===== config.mk =====
export PLATFORM = sky130hd
export DESIGN_NAME = shot_input_ctrl
export DESIGN_NICKNAME = d
export VERILOG_FILES = /design/src/rtl/shot_input_ctrl.sv
export SDC_FILE = /design/constraint.sdc
export NUM_CORES = 1
export LEC_CHECK = 0
export ABC_AREA = 1
export CORE_MARGIN = 1.5
export CORE_UTILIZATION = 30
export DETAILED_ROUTE_END_ITERATION = 7
export GPL_TIMING_DRIVEN = 0
export PLACE_DENSITY_LB_ADDON = 0.15
export SLEW_MARGIN = 20
export SYNTH_ARGS = -nofsm -noshare
export SYNTH_HDL_FRONTEND = slang
export SYNTH_SLANG_ARGS = --single-unit

===== constraint.sdc =====
create_clock -name clk -period 4.37 [get_ports clk]
set_input_delay 1.0925 -clock clk [delete_from_list [all_inputs] [get_ports clk]]
set_output_delay 1.0925 -clock clk [all_outputs]
set_load 0.02 [all_outputs]

===== src/rtl/shot_input_ctrl.sv =====
// Aim / charge / launch sequencer for one shot: angle adjust, triangle power
// meter, valid/ready handoff of {angle, power}, then wait for flight to end.
module shot_input_ctrl #(
    parameter int ANGLE_MIN  = 15,
    parameter int ANGLE_MAX  = 75,
    parameter int ANGLE_DEF  = 45,
    parameter int ANGLE_STEP = 5,
    parameter int POWER_MAX  = 255,
    parameter int TICK_DIV   = 500_000
) (
    input  logic       clk,
    input  logic       rst,
    input  logic       up_p,
    input  logic       down_p,
    input  logic       shoot_p,
    input  logic       cancel_p,
    input  logic       shot_ready,
    input  logic       shot_done,
    output logic       shot_valid,
    output logic [6:0] angle,
    output logic [7:0] power,
    output logic       charging,
    output logic       busy,
    output logic [1:0] state
);

    localparam int TW = $clog2(TICK_DIV);

    typedef enum logic [1:0] {
        AIM    = 2'd0,
        CHARGE = 2'd1,
        LAUNCH = 2'd2,
        FLIGHT = 2'd3
    } state_t;

    state_t        st;
    logic [TW-1:0] tick;
    logic          dir_down;

    logic [7:0] angle_sum;
    logic [6:0] angle_up;
    logic [6:0] angle_dn;
    logic       tick_last;
    logic [7:0] power_nxt;
    logic       dir_nxt;

    assign state = st;

    // Angle arithmetic is widened to 8 bits so saturation can never wrap.
    always_comb begin
        angle_sum = {1'b0, angle} + 8'(ANGLE_STEP);
        angle_up  = (angle_sum > 8'(ANGLE_MAX)) ? 7'(ANGLE_MAX) : angle_sum[6:0];
        angle_dn  = ({1'b0, angle} < 8'(ANGLE_MIN + ANGLE_STEP)) ? 7'(ANGLE_MIN)
                                                                 : angle - 7'(ANGLE_STEP);
        tick_last = (tick == TW'(TICK_DIV - 1));
    end

    // Triangle sweep: reflect at the peak and at zero so power never leaves range.
    always_comb begin
        power_nxt = power;
        dir_nxt   = dir_down;
        if (!dir_down) begin
            if (power == 8'(POWER_MAX)) begin
                dir_nxt   = 1'b1;
                power_nxt = 8'(POWER_MAX - 1);
            end else begin
                power_nxt = power + 8'd1;
            end
        end else begin
            if (power == 8'd0) begin
                dir_nxt   = 1'b0;
                power_nxt = 8'd1;
            end else begin
                power_nxt = power - 8'd1;
            end
        end
    end

    always_ff @(posedge clk) begin
        if (rst) begin
            st         <= AIM;
            angle      <= 7'(ANGLE_DEF);
            power      <= 8'd0;
            shot_valid <= 1'b0;
            tick       <= '0;
            dir_down   <= 1'b0;
            charging   <= 1'b0;
            busy       <= 1'b0;
        end else begin
            case (st)
                AIM: begin
                    if (shoot_p) begin
                        st       <= CHARGE;
                        power    <= 8'd0;
                        dir_down <= 1'b0;
                        tick     <= '0;
                        charging <= 1'b1;
                    end else if (up_p) begin
                        angle <= angle_up;
                    end else if (down_p) begin
                        angle <= angle_dn;
                    end
                end
                CHARGE: begin
                    if (cancel_p) begin
                        st       <= AIM;
                        power    <= 8'd0;
                        charging <= 1'b0;
                    end else if (shoot_p) begin
                        // Power is left as currently shown; a coinciding step is dropped.
                        st         <= LAUNCH;
                        shot_valid <= 1'b1;
                        charging   <= 1'b0;
                        busy       <= 1'b1;
                    end else if (tick_last) begin
                        tick     <= '0;
                        power    <= power_nxt;
                        dir_down <= dir_nxt;
                    end else begin
                        tick <= tick + 1'b1;
                    end
                end
                LAUNCH: begin
                    // Acceptance beats a same-edge cancel.
                    if (shot_valid && shot_ready) begin
                        st         <= FLIGHT;
                        shot_valid <= 1'b0;
                    end else if (cancel_p) begin
                        st         <= AIM;
                        shot_valid <= 1'b0;
                        busy       <= 1'b0;
                    end
                end
                FLIGHT: begin
                    if (shot_done) begin
                        st    <= AIM;
                        angle <= 7'(ANGLE_DEF);
                        power <= 8'd0;
                        busy  <= 1'b0;
                    end
                end
                default: st <= AIM;
            endcase
        end
    end

endmodule


# --- Yosys cells after proc, flatten, opt, wreduce, memory -nomap -nowiden ---
# Index checks and enable logic that the tools add are counted.
word_totals:
  regBits: 40
  input_bits: 8
  out_inout_bits: 20
  word_cells: 96
classes:
  n_addsub: 5
  magnitude_cmp: 2
  n_eq_ne: 19
  n_mux: 46
  n_reduce_logical: 16
op_table:
  columns: ["cell", "count"]
  rows:
  - ["$mux W19", 4]
  - ["$mux W8", 8]
  - ["$mux W7", 6]
  - ["$pmux W19 S2", 1]
  - ["$pmux W8 S3", 1]
  - ["$add A19 B1 Y19 const B", 1]
  - ["$eq A19 B19 Y1 const B", 1]
  - ["$ne A2 B2 Y1 const B", 9]
  - ["$reduce_and A4 Y1", 4]
  - ["$ne A3 B3 Y1 const B", 5]
  - ["$mux W1", 14]
  - ["$pmux W7 S2", 1]
  - ["$mux W2", 6]
  - ["$reduce_and A5 Y1", 2]
  - ["$add A7 B3 Y8 const B", 1]
  - ["$add A8 B1 Y8 const B", 1]
  - ["$eq A8 B8 Y1 const B", 1]
  - ["$gt A8 B7 Y1 const B", 1]
  - ["$logic_not A8 Y1", 1]
  - ["$pmux W2 S4", 1]
  - ["$sub A8 B1 Y8 const B", 1]
  - ["$lt A7 B5 Y1 const B", 1]
  - ["$sub A7 B3 Y7 const B", 1]
  - ["$pmux W1 S2", 3]
  - ["other kinds (9)", 13]

# --- Longest topological paths before layout ---
# Gate-level depths: netlist of run 1.
depth:
  ltp_word: 7
  mapped_depth: 13
  depth_no_buf: 13

# --- Worst setup path before layout of run 1 ---
# Ideal clock, no wire load.
synth_timing:
  kind: "input port to flip-flop"
  start: "in up_p"
  end: "reg angle[5]"
  setup_time_ns: 0.115
  arrival_ns: 2.011
  t_required_ns: 4.255
  setup_slack_ns: 2.244
  path_stages: 6
  n_path_buf: 1
  path_cell_list: "clkbuf_2 > o211ai_1 > a21oi_1 > inv_1 > a21oi_1 > nand2_1"
synth_via:
  elab_chain_len: 3
  elab_cells_between_ends: 5
  classes_between: "1 x eq/ne; 3 x mux; 1 x reduce/logical"
synth_lines:
  columns: ["item", "line_no", "rtl"]
  rows:
  - ["start, declared", "13", "input logic up_p,"]
  - ["$mux W7", "98", "end else if (up_p) begin"]
  - ["$mux W7", "92", "if (shoot_p) begin"]
  - ["$pmux W7 S2", "90", "case (st)"]
  - ["end signal, assigned", "82", "angle <= 7'(ANGLE_DEF);"]
  - ["end signal, assigned", "99", "angle <= angle_up;"]
  - ["end signal, assigned", "101", "angle <= angle_dn;"]
  - ["end, declared", "20", "output logic [6:0] angle,"]
# Parallel ways exist; a longest one is shown, timed or not. The select of a mux whose other input is x is not followed.
# A chain may end at the register's enable or synchronous reset.

# --- Worst setup path in the final report of run 1 ---
layout_timing:
  start: "in shoot_p"
  end: "reg angle[2]"
layout_via:
  elab_chain_len: 2
layout_lines:
  columns: ["item", "line_no", "rtl"]
  rows:
  - ["start, declared", "15", "input logic shoot_p,"]
  - ["$ne A2 B2 Y1 (no source line)", null, null]
  - ["$reduce_and A4 Y1 (no source line)", null, null]
# No other way between the ends.

==> run_summary.xml, run 1 <==
<?xml version="1.0" encoding="UTF-8"?>
<metrics>
  <group name="status">
    <metric name="outcome" unit="">completed</metric>
  </group>
  <group name="die">
    <metric name="start_util" unit="">0.3091</metric>
    <metric name="die_area" unit="um^2">10070</metric>
    <metric name="total_core_area" unit="um^2">9196</metric>
    <metric name="die_w" unit="um">100.3</metric>
    <metric name="height_of_the_die" unit="um">100.3</metric>
    <metric name="num_io_pins" unit="">28</metric>
    <metric name="rows" unit="">35</metric>
  </group>
  <group name="yosys">
    <metric name="synth_area_leader_cell" unit="">dfxtp_1</metric>
    <metric name="area_of_the_mapped_netlist" unit="um^2">2843</metric>
    <metric name="yosys.area_share.xor_xnor" unit="">0.01232</metric>
    <metric name="synthesis.nets" unit="">484</metric>
    <metric name="postSynthCellCount" unit="">467</metric>
    <metric name="synthAdderAreaFrac" unit="">0.03961</metric>
    <metric name="synth_warnings" unit="">0</metric>
    <metric name="combinational_family_with_the_most_area_after_synthesis" unit="">simple AND/OR/NAND/NOR gates</metric>
    <metric name="synth-seq-area-share" unit="">0.2817</metric>
    <metric name="yosysMostFrequentCell" unit="">nand2_1</metric>
    <metric name="fraction_of_post_synthesis_cell_area_in_the_top_cell_type_by_area" unit="">0.2817</metric>
    <metric name="count_of_flip_flops_with_a_built_in_enable_after_synthesis" unit="">0</metric>
    <metric name="synth_top_flop_cell" unit="">dfxtp_1</metric>
    <metric name="ys_top_cells_by_count" unit="">122 x nand2_1, 61 x inv_1, 51 x nand3_1</metric>
    <metric name="ys_ff_latch" unit="">40</metric>
    <metric name="yosysUniqueCellTypes" unit="">36</metric>
    <metric name="async_set_reset_flop_share_out_of_synthesis" unit="">0</metric>
    <metric name="synth-simple-area-share" unit="">0.4335</metric>
    <metric name="synth-compound-area-share" unit="">0.1250</metric>
    <metric name="yosys-top-cells-area" unit="">dfxtp_1 28%, nand2_1 16%, nand3_1 9.0%, inv_1 8.1%, nor2_1 6.6%</metric>
    <metric name="synth.area.mux_share" unit="">0</metric>
    <metric name="syn_avg_cell_area" unit="um^2">6.087</metric>
  </group>
  <group name="global_route">
    <metric name="grt_first_pass_wirelength" unit="um">12700</metric>
    <metric name="vias_in_the_first_global_route" unit="">2725</metric>
    <metric name="groute.usage.overall" unit="">0.1542</metric>
    <metric name="grt_antenna_before_repair" unit="">0</metric>
    <metric name="global_route.overflow_total" unit="">0</metric>
    <metric name="grt_max_degree" unit="">13</metric>
  </group>
  <group name="sta">
    <metric name="setup_viol" unit="">0</metric>
    <metric name="timing.final.crit_period" unit="ps">2590</metric>
    <metric name="slew_viol_final" unit="">0</metric>
    <metric name="fin_worst_hold_slack" unit="ps">447.8</metric>
    <metric name="finalSetupTns" unit="ps">0</metric>
    <metric name="clock.fmax" unit="GHz">0.3862</metric>
    <metric name="unrepaired_setup_endpoints_after_global_routing" unit="">false</metric>
    <metric name="maxSlewHeadroom" unit="">0.6258</metric>
    <metric name="clock-skew-final" unit="ps">5.275</metric>
    <metric name="post_route_fraction_of_the_period_consumed_by_the_critical_path" unit="">0.5926</metric>
    <metric name="worst_slew_pin_slew" unit="ps">561.4</metric>
    <metric name="final_hold_viol_count" unit="">0</metric>
  </group>
  <group name="placed_design">
    <metric name="port_buffers" unit="">26</metric>
    <metric name="estimated_wirelength_of_the_detail_placed_design" unit="um">5620</metric>
    <metric name="place.gp.congestion" unit="">0.8821</metric>
  </group>
  <group name="power_and_ir_drop">
    <metric name="p_per_area" unit="nW/um^2">551.2</metric>
    <metric name="swShare" unit="">0.4863</metric>
    <metric name="static-leakage-power" unit="nW">1.406</metric>
    <metric name="cellInternalPower" unit="W">0.0009445</metric>
    <metric name="switching_power" unit="W">0.0008943</metric>
    <metric name="power.share.combinational" unit="">0.579</metric>
    <metric name="ir_drop" unit="mV">0.1768</metric>
    <metric name="clock_power_share" unit="">0.146</metric>
    <metric name="proportion_of_power_drawn_by_flip_flops_and_latches" unit="">0.275</metric>
  </group>
  <group name="worst_setup_path">
    <metric name="critical_path.slowest_cell" unit="">clkdlybuf4s50_1</metric>
    <metric name="crit_path_capture_type" unit="">flop</metric>
    <metric name="start_kind" unit="">input pin</metric>
    <metric name="path_class" unit="">input pin to flop</metric>
    <metric name="cp_slowest_stage_delay" unit="ps">530</metric>
    <metric name="worstPathArrival" unit="ps">2780</metric>
    <metric name="worstPathMaxFanout" unit="">7</metric>
    <metric name="crit_top_cell" unit="">a21oi_1</metric>
    <metric name="worst_ep_required_time" unit="ps">4560</metric>
    <metric name="timing.critical_path.cells" unit="">clkdlybuf4s50_1 &gt; inv_2 &gt; o211ai_1 &gt; a21oi_1 &gt; inv_1 &gt; a21oi_1 &gt; nand2_1</metric>
    <metric name="cp_top_family" unit="">buffers and inverters</metric>
    <metric name="worstPathBufferInverterCount" unit="">3</metric>
  </group>
  <group name="job">
    <metric name="max_cap_violations" unit="">0</metric>
  </group>
  <group name="cts">
    <metric name="max_h_tree_level" unit="">2</metric>
    <metric name="postCtsSetupRepairBufs" unit="">0</metric>
    <metric name="clock_insertion_delay_worst_skew" unit="ps">300</metric>
    <metric name="cts.hold.buffers_added" unit="">0</metric>
    <metric name="clk_root_buffer_cell" unit="">clkbuf_8</metric>
    <metric name="cts_tree" unit="">yes</metric>
    <metric name="cts-resized-gates" unit="">0</metric>
    <metric name="clock_tree.buffer_depth" unit="">2</metric>
    <metric name="worst_setup_hold_path_clk_slew" unit="ps">80</metric>
    <metric name="cts_buffers" unit="">5</metric>
    <metric name="clock-sinks" unit="">40</metric>
  </group>
  <group name="routing">
    <metric name="finalWirelength" unit="um">7326</metric>
    <metric name="vias" unit="">2965</metric>
    <metric name="drc" unit="">0</metric>
    <metric name="vias_per_cell" unit="">4.845</metric>
    <metric name="wire_per_inst" unit="um">11.97</metric>
    <metric name="drt_pre_antenna_iters" unit="">4</metric>
    <metric name="initialDrtViolationCount" unit="">129</metric>
    <metric name="ant_nets" unit="">0</metric>
  </group>
  <group name="layout">
    <metric name="area.growth.synth_to_final" unit="%">17.34</metric>
    <metric name="final_layout_size_suffix_gt1_frac" unit="">0.06786</metric>
    <metric name="antennaDiodeCount" unit="">0</metric>
    <metric name="filler_cell_count" unit="">1029</metric>
    <metric name="final_net_count" unit="">517</metric>
    <metric name="final_util" unit="">0.3627</metric>
  </group>
  <group name="min_path">
    <metric name="min_path_type" unit="">flop to flop</metric>
  </group>
</metrics>
==> layer usage <==
| metal | global-route usage | share of wire | vias up |
|---|---|---|---|
| li1 | - | - | 1583 |
| met1 | 0.2209 | 0.54 | 1324 |
| met2 | 0.2381 | 0.42 | 49 |
| met3 | 0.02437 | 0.031 | 9 |
| met4 | 0.04550 | 0.012 | 0 |
| met5 | 0 | 0 | - |
==> layout make-up <==
type / count / area, um^2 / share of cell area
multi-input combinational: 352 / 1735 / 0.5203
buffer: 10 / 62.56 / 0.01875
tap: 111 / 138.9 / 0.04164
timing repair buffer: 26 / 260.3 / 0.07802
sequential: 40 / 800.8 / 0.2401
inverter: 65 / 244.0 / 0.07314
clock buffer: 7 / 86.33 / 0.02588
clock inverter: 1 / 7.507 / 0.002251
==> per-stage QoR <==
| step | setup WS (ps) | std cells | power, W | area [um^2] |
|---|---|---|---|---|
| 6_report | 1780 | 612 | 0.001839 | 3336 |
| 5_1_grt | 1610 | 612 | 0.002020 | 3336 |
| 3_5_place_dp | 1494 | 604 | 0.001574 | 3242 |
| 2_1_floorplan | 2244 | 467 | 0.001265 | 2843 |
| 4_1_cts | 1804 | 612 | 0.001849 | 3336 |
| 3_3_place_gp | 1479 | 604 | 0.001579 | 3242 |
==> kinds of logic after synthesis <==
family                   after synthesis
AO/OA/AOI/OAI                         67
flip-flops                            40
XOR/XNOR                               4
adder cells (fa/ha/maj)                9
AND/OR/NAND/NOR                      272
buffers and inverters                 75
==> final timing paths <==
check	from	end	slack (ps)	cells after the start
max	shoot_p	angle[2]$_SDFFE_PP1P_	1780	7
min	busy$_SDFFE_PP0P_	busy$_SDFFE_PP0P_	450	2
max reg2reg	state[0]$_SDFFE_PP0P_	angle[2]$_SDFFE_PP1P_	2400	8
min reg2reg	busy$_SDFFE_PP0P_	busy$_SDFFE_PP0P_	450	2
==> power by group through the flow <==
stage | sequential, W | clock (W) | combinational [W]
floorplan | 0.000564 | 0 | 0.000700
global placement | 0.000512 | 0 | 0.00107
detailed placement | 0.000514 | 0 | 0.00106
CTS | 0.000506 | 0.000280 | 0.00106
global route | 0.000517 | 0.000291 | 0.00121
finish | 0.000505 | 0.000269 | 0.00107
==> layout by cell type (no fill, tap or decap), drive strengths merged <==
| cell | count |
|---|---|
| a22oi | 1 |
| xor2 | 3 |
| nand4 | 15 |
| xnor2 | 1 |
| o22ai | 1 |
| o211ai | 2 |
| clkbuf | 10 |
| a31oi | 1 |
| o21bai | 3 |
| buf | 7 |
| clkinvlp | 1 |
| o21ai | 27 |
| clkdlybuf4s50 | 26 |
| nor3b | 1 |
| ha | 9 |
| a21oi | 31 |
| nand2 | 126 |
| a211oi | 1 |
| or3 | 1 |
| nor3 | 17 |
| nand3 | 53 |
| nor2 | 56 |
| inv | 65 |
| dfxtp | 40 |
| nand3b | 3 |
==> sequential cells by signal, indices dropped and copies added, names as in the netlist <==
signal / cells
state: 2
angle: 7
shot_valid: 1
charging: 1
dir_down: 1
power: 8
busy: 1
tick: 19
==> worst reg2reg max path, stage by stage, from the launching register on <==
cell and delay [ps]:
dfxtp_1 400, inv_1 100, ha_1 280, nor2_1 120
inv_1 40, a21oi_1 400, inv_1 260, a21oi_1 180
nand2_1 70
No activity file was read; power rests on OpenSTA's default activity.
==> inputs of run 2 (changes only) <==
==> constraint.sdc (replaced) <==
create_clock -name clk -period 2.72 [get_ports clk]
set_input_delay 0.68 -clock clk [delete_from_list [all_inputs] [get_ports clk]]
set_output_delay 0.68 -clock clk [all_outputs]
set_load 0.02 [all_outputs]
==> results of run 2 <==
Same layout as run 1 (identical final DEF). Status: completed.
Main changes from that run: setup slack after placement 1494 ps -> 256.5 ps; setup slack after layout 1780 ps -> 542.9 ps; register-to-register setup slack 2400 ps -> 750 ps; total power 0.001839 W -> 0.002954 W; worst IR drop on VDD 0.1768 mV -> 0.2841 mV
==> inputs of run 3 (changes only) <==
==> constraint.sdc (replaced) <==
create_clock -name clk -period 2 [get_ports clk]
set_input_delay 0.5 -clock clk [delete_from_list [all_inputs] [get_ports clk]]
set_output_delay 0.5 -clock clk [all_outputs]
set_load 0.02 [all_outputs]
==> run 3 against run 2 <==
Effect of this change:
- sequential share of layout area shrank 0.34 points
- die area is the same
- design area grew 1.6%
- first-iteration DRC count is the same
- sequential power grew 36%
- setup slack lost 490 ps
- flip-flop and latch count is the same
- total power grew 40%
- clock power grew 36%
- non-clock buffer count grew 1
==> run_summary.xml, run 3 (synthesis gave the netlist of run 1 again) <==
<?xml version="1.0" encoding="UTF-8"?>
<metrics>
  <group name="global_route">
    <metric name="use_met3" unit="">0.02437</metric>
    <metric name="grt_use_met1" unit="">0.2209</metric>
    <metric name="grt_antenna_before_repair" unit="">0</metric>
    <metric name="global_route.peak_usage_layer" unit="">met2</metric>
    <metric name="grt_first_pass_wirelength" unit="um">12700</metric>
    <metric name="grt_max_degree" unit="">13</metric>
    <metric name="vias_in_the_first_global_route" unit="">2725</metric>
    <metric name="global_route.overflow_total" unit="">0</metric>
    <metric name="grt_use_met2" unit="">0.2381</metric>
    <metric name="groute.usage.overall" unit="">0.1542</metric>
  </group>
  <group name="routing">
    <metric name="wire_per_inst" unit="um">12.10</metric>
    <metric name="drt_pre_antenna_iters" unit="">5</metric>
    <metric name="ant_nets" unit="">0</metric>
    <metric name="initialDrtViolationCount" unit="">129</metric>
    <metric name="drc" unit="">0</metric>
    <metric name="vias_per_cell" unit="">4.848</metric>
    <metric name="finalWirelength" unit="um">7420</metric>
    <metric name="vias" unit="">2972</metric>
  </group>
  <group name="sta">
    <metric name="maxSlewHeadroom" unit="">0.6231</metric>
    <metric name="fin_worst_hold_slack" unit="ps">447.9</metric>
    <metric name="finalSetupTns" unit="ps">0</metric>
    <metric name="timing.final.crit_period" unit="ps">1946</metric>
    <metric name="slew_viol_final" unit="">0</metric>
    <metric name="setup_viol" unit="">0</metric>
    <metric name="clock-skew-final" unit="ps">4.364</metric>
    <metric name="post_route_fraction_of_the_period_consumed_by_the_critical_path" unit="">0.9732</metric>
    <metric name="unrepaired_setup_endpoints_after_global_routing" unit="">true</metric>
    <metric name="clock.fmax" unit="GHz">0.5138</metric>
    <metric name="final_hold_viol_count" unit="">0</metric>
    <metric name="worst_slew_pin_slew" unit="ps">565.4</metric>
  </group>
  <group name="layout">
    <metric name="post-route-cell-area" unit="um^2">3390</metric>
    <metric name="stdcell_count" unit="">613</metric>
    <metric name="antennaDiodeCount" unit="">0</metric>
    <metric name="most_common_cell_after_layout_fill_and_taps_aside" unit="">nand2_1</metric>
    <metric name="filler_cell_count" unit="">1029</metric>
    <metric name="flip_flop_and_latch_area" unit="um^2">802.0</metric>
    <metric name="area_taken_by_multi_input_logic_gates" unit="um^2">1769</metric>
    <metric name="layout_top_registers" unit="">tick (19), power (8), angle (7)</metric>
    <metric name="final_net_count" unit="">518</metric>
    <metric name="area.growth.synth_to_final" unit="%">19.23</metric>
    <metric name="top_register" unit="">tick</metric>
    <metric name="largest_register_ff_count" unit="">19</metric>
    <metric name="most_used_cells_in_the_layout_excluding_fill_and_tap_cells" unit="">122 x nand2_1, 61 x inv_1, 51 x nand3_1, 50 x nor2_1, 39 x dfxtp_1</metric>
    <metric name="final_layout_size_suffix_gt1_frac" unit="">0.07769</metric>
  </group>
  <group name="placed_design">
    <metric name="place_inst" unit="">604</metric>
    <metric name="estimated_wirelength_of_the_detail_placed_design" unit="um">5620</metric>
    <metric name="port_buffers" unit="">26</metric>
    <metric name="place.gp.congestion" unit="">0.8821</metric>
    <metric name="post_dp_cell_area" unit="um^2">3242</metric>
  </group>
  <group name="die">
    <metric name="total_core_area" unit="um^2">9196</metric>
    <metric name="num_io_pins" unit="">28</metric>
    <metric name="height_of_the_die" unit="um">100.3</metric>
    <metric name="die_w" unit="um">100.3</metric>
    <metric name="rows" unit="">35</metric>
    <metric name="die_area" unit="um^2">10070</metric>
    <metric name="start_util" unit="">0.3091</metric>
  </group>
  <group name="power_and_ir_drop">
    <metric name="p_per_area" unit="nW/um^2">1221</metric>
    <metric name="ir_drop" unit="mV">0.3947</metric>
    <metric name="static-leakage-power" unit="nW">1.422</metric>
    <metric name="power_total" unit="W">0.004139</metric>
  </group>
  <group name="worst_setup_path">
    <metric name="cp_slowest_stage_delay" unit="ps">670</metric>
    <metric name="worst_ep_required_time" unit="ps">1500</metric>
    <metric name="ff2ff_setup_slack" unit="ps">120</metric>
    <metric name="critical_path.reg2reg.endpoint" unit="">tick[6]$_SDFFE_PP0P_</metric>
    <metric name="crit_path_capture_type" unit="">output port</metric>
    <metric name="worstPathBufferInverterCount" unit="">1</metric>
    <metric name="cp_top_family" unit="">buffers and inverters</metric>
    <metric name="critical_path.slowest_cell" unit="">clkdlybuf4s50_1</metric>
    <metric name="timing.critical_path.cells" unit="">clkdlybuf4s50_1</metric>
    <metric name="worstPathMaxFanout" unit="">8</metric>
    <metric name="timing.rr.start" unit="">state[1]$_SDFFE_PP0P_</metric>
    <metric name="worstPathArrival" unit="ps">1450</metric>
    <metric name="start_kind" unit="">flop</metric>
    <metric name="path_class" unit="">flop to output port</metric>
    <metric name="worst_r2r_path_depth" unit="">11</metric>
  </group>
  <group name="cts">
    <metric name="clk_root_buffer_cell" unit="">clkbuf_8</metric>
    <metric name="clock_tree.buffer_depth" unit="">2</metric>
    <metric name="clock_insertion_delay_worst_skew" unit="ps">300</metric>
    <metric name="max_h_tree_level" unit="">2</metric>
    <metric name="cts_buffers" unit="">5</metric>
    <metric name="cts.hold.buffers_added" unit="">0</metric>
    <metric name="cts_tree" unit="">yes</metric>
    <metric name="worst_setup_hold_path_clk_slew" unit="ps">80</metric>
    <metric name="clock-sinks" unit="">40</metric>
  </group>
  <group name="min_path">
    <metric name="holdPathEnd" unit="">busy$_SDFFE_PP0P_</metric>
    <metric name="min_path_type" unit="">flop to flop</metric>
    <metric name="min_path_cells" unit="">2</metric>
    <metric name="timing.hold.worst.start" unit="">busy$_SDFFE_PP0P_</metric>
  </group>
  <group name="job">
    <metric name="max_cap_violations" unit="">0</metric>
  </group>
  <group name="status">
    <metric name="outcome" unit="">completed</metric>
  </group>
</metrics>
run 3: changes by cell type in the layout (fill, tap and decap cells not counted), sizes merged:
cell,change
buf,-1
dlymetal6s2s,+1
clkbuf,+2
clkdlybuf4s50,-1
run 3: cell type report:
type / instances / share of cell area
multi-input cells: 352 / 0.5220
well taps: 111 / 0.04097
clock buffers: 7 / 0.02547
plain buffers: 10 / 0.02104
flip-flops and latches: 40 / 0.2366
repair buffers: 27 / 0.07973
clock inverters: 1 / 0.002215
inverters: 65 / 0.07198
run 3: stage by stage:
step / util / setup slack (ps)
6_report: 0.3686 / 53.59
5_1_grt: 0.3686 / -33.81
3_5_place_dp: 0.3525 / -283.5
4_1_cts: 0.3627 / 26.31
3_3_place_gp: 0.3525 / -298.6
2_1_floorplan: - / 197.3
run 3: power breakdown:
part	leakage, nW	switching (W)	total [W]	internal, W
clock	0.0445	0.000308	0.000589	0.000281
sequential	0.326	0.000164	0.00110	0.000940
combinational	1.05	0.00153	0.00245	0.000920
run 3: worst max-delay path by stage:
stage | start | to | slack (ps) | cells after the start
2_1_floorplan | state[1]$_SDFFE_PP0P_ | tick[17]$_SDFFE_PP0P_ | 200 | 11
3_3_place_gp | shoot_p | angle[0]$_SDFFE_PP1P_ | -300 | 7
3_5_place_dp | shoot_p | angle[2]$_SDFFE_PP1P_ | -280 | 7
4_1_cts | shoot_p | angle[2]$_SDFFE_PP1P_ | 30 | 7
5_1_grt | state[1]$_SDFFE_PP0P_ | state[1]$_SDFFE_PP0P_ | -30 | 9
6_report | angle[2]$_SDFFE_PP1P_ | angle[2] | 50 | 1
run 3: timing repair:
| item | CTS | global route |
|---|---|---|
| endpoints found under the setup margin | 0 | 31 |
| resized for setup | 0 | 12 |
| buffers inserted | 0 | 1 |
| hold endpoints to repair | 0 | 0 |
run 3: metal layers:
layer	vias to the layer above	part of all wire	wire length, um
met2	59	0.42	3135
met4	0	0.012	89
met3	9	0.042	312
met1	1317	0.52	3883
met5	-	0	0
li1	1587	-	-
run 3: worst min-delay path, cell delays in order, from the launching register on:
cell and delay (ps):
dfxtp_1 310, inv_1 40, a21oi_1 50
